### config.mk
export PLATFORM = sky130hd
export DESIGN_NAME = serial_subtractor
export DESIGN_NICKNAME = d
export VERILOG_FILES = /design/src/rtl/serial_subtractor.sv
export SDC_FILE = /design/constraint.sdc
export NUM_CORES = 1
export LEC_CHECK = 0
export CORE_MARGIN = 4
export CORE_UTILIZATION = 25
export CTS_BUF_LIST = sky130_fd_sc_hd__clkbuf_4 sky130_fd_sc_hd__clkbuf_8
export DETAILED_ROUTE_END_ITERATION = 7
export MAX_ROUTING_LAYER = met4
export PLACE_DENSITY_LB_ADDON = 0.08
export SYNTH_ARGS = -nofsm -noshare
export SYNTH_HDL_FRONTEND = slang
export SYNTH_SLANG_ARGS = --single-unit
export TNS_END_PERCENT = 100
### constraint.sdc
create_clock -name clk -period 2.4 [get_ports clk]
set_clock_uncertainty 0.15 [all_clocks]
set_input_delay 0.48 -clock clk [delete_from_list [all_inputs] [get_ports clk]]
set_output_delay 0.48 -clock clk [all_outputs]
set_load 0.1 [all_outputs]
### src/rtl/serial_subtractor.sv
// serial_subtractor: bit-serial a-b, LSB first, one bit per clock (optional ovf output via SERIAL_SUB_OVF_EN)
module serial_subtractor #(
  parameter int WIDTH = 8
) (
  input  logic             clk,
  input  logic             reset,
  input  logic             start,
  input  logic [WIDTH-1:0] a,
  input  logic [WIDTH-1:0] b,
  output logic [WIDTH-1:0] diff,
  output logic             bout,
  output logic             busy,
`ifdef SERIAL_SUB_OVF_EN
  output logic             done,
  output logic             ovf
`else
  output logic             done
`endif
);
  localparam int CW = $clog2(WIDTH + 1);
  typedef enum logic [1:0] {IDLE, SHIFT, DONE} state_t;
  state_t state_q, state_d;
  logic [WIDTH-1:0] a_q, a_d, b_q, b_d, res_q, res_d, diff_q, diff_d;
  logic [CW-1:0] cnt_q, cnt_d;
  logic br_q, br_d, bout_q, bout_d, d, br_n, last;
`ifdef SERIAL_SUB_OVF_EN
  logic ovf_q, ovf_d;
  assign ovf = ovf_q;
`endif
  assign d    = a_q[0] ^ b_q[0] ^ br_q;
  assign br_n = (~a_q[0] & b_q[0]) | (~(a_q[0] ^ b_q[0]) & br_q);
  assign last = cnt_q == CW'(WIDTH - 1);
  assign diff = diff_q;
  assign bout = bout_q;
  assign busy = state_q == SHIFT;
  assign done = state_q == DONE;
  // Next state: shift one bit per SHIFT cycle; on the last bit the operands' remaining LSBs are their original MSBs
  always_comb begin
    state_d = state_q;
    a_d     = a_q;
    b_d     = b_q;
    br_d    = br_q;
    cnt_d   = cnt_q;
    res_d   = res_q;
    diff_d  = diff_q;
    bout_d  = bout_q;
`ifdef SERIAL_SUB_OVF_EN
    ovf_d   = ovf_q;
`endif
    if (state_q == SHIFT) begin
      a_d   = a_q >> 1;
      b_d   = b_q >> 1;
      br_d  = br_n;
      res_d = {d, res_q[WIDTH-1:1]};
      cnt_d = cnt_q + 1'b1;
      if (last) begin
        state_d = DONE;
        diff_d  = {d, res_q[WIDTH-1:1]};
        bout_d  = br_n;
`ifdef SERIAL_SUB_OVF_EN
        ovf_d   = (a_q[0] != b_q[0]) && (d != a_q[0]);
`endif
      end
    end else if (start) begin
      state_d = SHIFT;
      a_d     = a;
      b_d     = b;
      br_d    = 1'b0;
      cnt_d   = '0;
      res_d   = '0;
    end else begin
      state_d = IDLE;
    end
  end
  // State register with synchronous active-low reset
  always_ff @(posedge clk) begin
    if (!reset) begin
      state_q <= IDLE;
      a_q     <= '0;
      b_q     <= '0;
      br_q    <= 1'b0;
      cnt_q   <= '0;
      res_q   <= '0;
      diff_q  <= '0;
      bout_q  <= 1'b0;
`ifdef SERIAL_SUB_OVF_EN
      ovf_q   <= 1'b0;
`endif
    end else begin
      state_q <= state_d;
      a_q     <= a_d;
      b_q     <= b_d;
      br_q    <= br_d;
      cnt_q   <= cnt_d;
      res_q   <= res_d;
      diff_q  <= diff_d;
      bout_q  <= bout_d;
`ifdef SERIAL_SUB_OVF_EN
      ovf_q   <= ovf_d;
`endif
    end
  end
endmodule

==> results.toml, run 1 <==
[worst_setup_path]
r2r_setup_slack_ns = 0.76
required_ns = 1.77
crit_chain = "nand2b_2 -> inv_1 -> buf_12"
critPathSlowestCell = "inv_1"
critPathKind = "flop to output port"
cp-end-kind = "output port"
r2r_cells = 4
crit_fanout = 15
cpPeakStageDelay_ns = 0.42
cp.arrival_ns = 1.44
start_kind = "flop"
r2r-end = "cnt_q[2]"
reg2reg_from = "state_q[1]"

[synthesis]
synth_edf_count = 0
ys_ff_latch = 39
async_flop_share_pct = 0
postSynthCellCount = 158
ys.flop_type = "dfxtp_1"
avgSynthCellArea_um2 = 10.0
synth_fp_nets = 179
yosys_warnings = 0
synth-seq-area-share_pct = 49.3
synth_area_um2 = 1580
synth_cell_type_count = 30

[place]
dp_hpwl_mm = 2.36
place_congestion = 0.719
io_buffers = 29

[routing]
detail_route.iter0.violations = 39
vias_per_cell = 4.62
drt_wl_total_mm = 3.51
drc = 0
drtAntennaViolNets = 0
first_pass_iters = 4
wl_per_cell_um = 13.3
num_vias = 1214

[timing]
rsz0062_at_grt = "false"
fin_crit_sh_pct = 86.4
setup_viol = 0
hold_viol = 0
holdWs_ns = 0.319
setup_tns_ns = 0
maxSlewHeadroom_pct = 62.6
fmax_mhz = 482
slew_violations = 0
fin_crit_ns = 2.07
worst_slew_pin_slew_ns = 0.560

[pwr]
ir_drop_mv = 0.189
p_leak_nw = 0.804
power_density_nw_per_um2 = 639

[grt]
grt_use_total_pct = 10.4
antenna_found_initial = 0
grt_pass1_wl_mm = 6.02
first_global_vias = 1243
grt.overflow.total = 0
grt_max_degree = 41

[clock_network]
cts_max_level = 2
cts.repair.resized = 0
clock_path_buffers = 2
path_clk_slew_ns = 0.07
cts_inserted_buffers = 5
postCtsHoldBufs = 0
cts_tree = "yes"
postCtsSetupBuffers = 0
cts.sinks = 39
cts_root_buf = "clkbuf_8"
insertion_delay_ns = 0.28

[floorplan]
coreArea_um2 = 6030
die_area_um2 = 7670
initial_core_util_pct = 26.3
die_y_um = 87.6
num_rows = 28
boundaryPins = 30
die_w_um = 87.6

[hold_path]
hold_depth = 2
worstHoldEndpoint = "res_q[6]"
min_from = "res_q[7]"
hold_path_class = "flop to flop"

[job]
cap_violations = 0

[final_layout]
final_nets = 208
postLayoutCoreUtil_pct = 33.4
diodes = 0
area_growth_pct = 27.1
drive_above_1_share_pct = 14.4

[run_status]
outcome = "complete, no violations"
-- critical path: cells and delay by family, from the launching register on --
kind	cells	cell delay [ns]
AND/OR/NAND/NOR	1	0.17
buffers and inverters	2	0.67
flip-flops	1	0.32
-- Yosys cell counts, types with 2 or more instances --
cell / number / area [um2]
nor2_1: 17 / 63.8
a21oi_1: 9 / 45.0
clkbuf_1: 4 / 15.0
dfxtp_1: 39 / 781
or3_1: 2 / 12.5
nand3_1: 2 / 10.0
a211oi_1: 13 / 97.6
a22o_1: 9 / 78.8
nand3b_1: 8 / 60.1
inv_1: 6 / 22.5
mux2i_1: 15 / 150
buf_2: 5 / 25.0
o21a_1: 3 / 22.5
nand2_1: 10 / 37.5
-- power by group --
group	leakage [nW]	switching, mW	internal (mW)	total, mW
combinational	0.436	0.0776	0.0734	0.151
clock	0.0491	0.220	0.227	0.446
sequential	0.319	0.0150	0.674	0.689
-- stage by stage --
stage | setup slack, ns | instance area, um2 | std cells | power (mW)
finish | 0.326 | 2010 | 263 | 1.29
global route | 0.206 | 2010 | 263 | 1.36
CTS | 0.294 | 2010 | 263 | 1.31
detailed placement | 0.414 | 1920 | 255 | 0.858
global placement | 0.469 | 1920 | 255 | 0.857
floorplan | 0.104 | 1580 | 158 | 0.797
-- area by class of cell --
cell class	count	area, um2
clock buffer	7	83.8
clock inverter	1	5.00
fill	659	4010
inverter	6	22.5
multi-input combinational	102	721
sequential	39	781
tap	75	93.8
timing repair buffer	33	305
-- flip-flops by register name (all words and copies together) (netlist names) --
register / cells
diff: 8
a_q: 8
state_q: 2
b_q: 8
cnt_q: 4
bout: 1
res_q: 7
br_q: 1
-- logic make-up after synthesis --
group | count (synthesis) | share of synthesized area [%]
mux | 16 | 10.2
flops | 39 | 49.3
compound gates | 39 | 18.6
fa+ha+maj | 2 | 2.06
simple gates | 45 | 14.7
buf+inv | 17 | 5.14
-- worst max path at each step --
stage               start  endpoint  depth (start not counted)
3_3_place_gp        reset   diff[4]                          3
2_1_floorplan  state_q[1]      done                          1
4_1_cts        state_q[1]      busy                          3
5_1_grt        state_q[1]      busy                          3
3_5_place_dp        reset   diff[3]                          3
6_report       state_q[1]      busy                          3
-- routing by layer --
| layer | GRT usage (%) | vias up | share of wire [%] |
|---|---|---|---|
| li1 | - | 621 | - |
| met1 | 12.6 | 559 | 46 |
| met2 | 16.6 | 29 | 48 |
| met3 | 3.29 | 5 | 5.5 |
| met4 | 2.93 | 0 | 0.91 |
| met5 | - | - | 0 |
-- placed cells by master (no fill, tap or decap), types with 2 or more instances in the layout --
| cell | Yosys | routed |
|---|---|---|
| mux2i_1 | 15 | 15 |
| nor2_1 | 17 | 17 |
| nand3b_1 | 8 | 8 |
| a211oi_1 | 13 | 13 |
| nand2_1 | 10 | 10 |
| o21a_1 | 3 | 3 |
| clkdlybuf4s50_1 | 0 | 18 |
| dfxtp_1 | 39 | 39 |
| a22o_1 | 9 | 9 |
| clkbuf_8 | 0 | 5 |
| clkbuf_4 | 0 | 2 |
| buf_4 | 1 | 14 |
| nand3_1 | 2 | 2 |
| a21oi_1 | 9 | 9 |
| or3_1 | 2 | 2 |
| inv_1 | 6 | 6 |
No activity file was read; power rests on OpenSTA's default activity.
==> run 2: changes to the inputs <==
- clock period: 2.4 -> 2.2 ns (I/O delays scaled with it)
==> run 2 against run 1 <==
  * Power is 9.6% higher
  * Clock-buffer cell count is the same
  * Routed wire length rose by 0.11%
==> results.toml, run 2 (synthesis gave the netlist of run 1 again) <==
[run_status]
outcome = "complete, no violations"

[clock_network]
path_clk_slew_ns = 0.07
cts_tree = "yes"
clock_path_buffers = 2
cts.sinks = 39
cts_max_level = 2
postCtsHoldBufs = 0
cts_inserted_buffers = 5
cts_root_buf = "clkbuf_8"
cts.repair.resized = 0
insertion_delay_ns = 0.29
postCtsSetupBuffers = 0

[place]
io_buffers = 29
place_congestion = 0.679
dp_hpwl_mm = 2.37

[timing]
slew_violations = 0
fin_crit_sh_pct = 93.1
setup_viol = 0
maxSlewHeadroom_pct = 60.9
setup_tns_ns = 0
rsz0062_at_grt = "false"
fin_crit_ns = 2.05
hold_viol = 0
worst_slew_pin_slew_ns = 0.586
holdWs_ns = 0.323
fmax_mhz = 488

[grt]
grt_pass1_wl_mm = 5.95
grt.overflow.total = 0
grt_use_total_pct = 10.5
grt_max_degree = 41
antenna_found_initial = 0
first_global_vias = 1210

[routing]
wl_per_cell_um = 13.3
drtAntennaViolNets = 0
drc = 0
vias_per_cell = 4.62
first_pass_iters = 4
drt_wl_total_mm = 3.51
num_vias = 1215
detail_route.iter0.violations = 44

[worst_setup_path]
r2r_setup_slack_ns = 0.53
start_kind = "flop"
required_ns = 1.61
cp.arrival_ns = 1.46
critPathKind = "flop to output port"
cp-end-kind = "output port"
cp-endpoint = "busy"
r2r-end = "cnt_q[2]"
crit_fanout = 15
r2r_cells = 4
reg2reg_from = "state_q[1]"
setup.worst_path.start = "state_q[1]"

[final_layout]
final_common_cell = "dfxtp_1"
layout_common_cells = "dfxtp_1 (39), clkdlybuf4s50_1 (18), nor2_1 (17)"
multi_input_area_um2 = 723
fill_cells = 644
area_growth_pct = 28.1
final_nets = 208
diodes = 0
register_area_um2 = 781
drive_above_1_share_pct = 14.9

[floorplan]
num_rows = 28
die_area_um2 = 7670
boundaryPins = 30
die_w_um = 87.6
die_y_um = 87.6
coreArea_um2 = 6030
initial_core_util_pct = 26.3

[pwr]
p_leak_nw = 0.806
ir_drop_mv = 0.245
power_density_nw_per_um2 = 696

[job]
cap_violations = 0

[hold_path]
hold_path_class = "flop to flop"
==> run 2: cell counts in the layout (fill, tap and decap cells not counted) <==
No cell type changed its count.
==> run 2: how the worst min path moves through the flow <==
| stage | slack, ns | cells past startpoint | start | to |
|---|---|---|---|---|
| 5_1_grt | 0.34 | 2 | res_q[7] | res_q[6] |
| 4_1_cts | 0.33 | 2 | res_q[7] | res_q[6] |
| 3_3_place_gp | 0.31 | 1 | diff[2] | diff[2] |
| 6_report | 0.32 | 2 | res_q[7] | res_q[6] |
| 2_1_floorplan | 0.30 | 2 | res_q[2] | res_q[1] |
| 3_5_place_dp | 0.31 | 1 | diff[3] | diff[3] |
==> run 2: layout make-up <==
type                    instances  area share, %
flip-flops and latches         39           38.5
repair buffers                 33           15.7
well taps                      75           4.63
clock inverters                 1          0.247
clock buffers                   7           4.14
multi-input cells             102           35.7
inverters                       6           1.11
==> run 2: worst max-delay path, cell delays in order, from the launching register on <==
cell,delay (ns)
dfxtp_1,0.31
nand2b_2,0.17
inv_1,0.44
buf_12,0.25
==> run 2: power by group <==
group,leakage [nW],switching (mW),internal (mW),total (mW)
Sequential,0.319,0.0171,0.735,0.752
Clock,0.0491,0.245,0.247,0.492
Combinational,0.439,0.0855,0.0802,0.166
Total,0.806,0.348,1.06,1.41
==> run 2: layer usage <==
| layer | GRT usage (%) | part of all wire, % | vias to the layer above |
|---|---|---|---|
| li1 | - | - | 620 |
| met3 | 2.82 | 4.9 | 5 |
| met4 | 4.18 | 1.2 | 0 |
| met5 | - | 0 | - |
| met1 | 13.0 | 46 | 561 |
| met2 | 16.2 | 48 | 29 |
==> run 2: through the flow <==
stage                     power, mW  setup slack, ns  util, %  cells  area, um2
after global placement        0.936            0.305     32.2    255       1940
after CTS                      1.44            0.124     33.6    263       2030
after floorplan               0.870            0.472        -    158       1590
final                          1.41            0.151     33.6    263       2030
after global routing           1.49           0.0564     33.6    263       2030
after detailed placement      0.938            0.252     32.2    255       1940
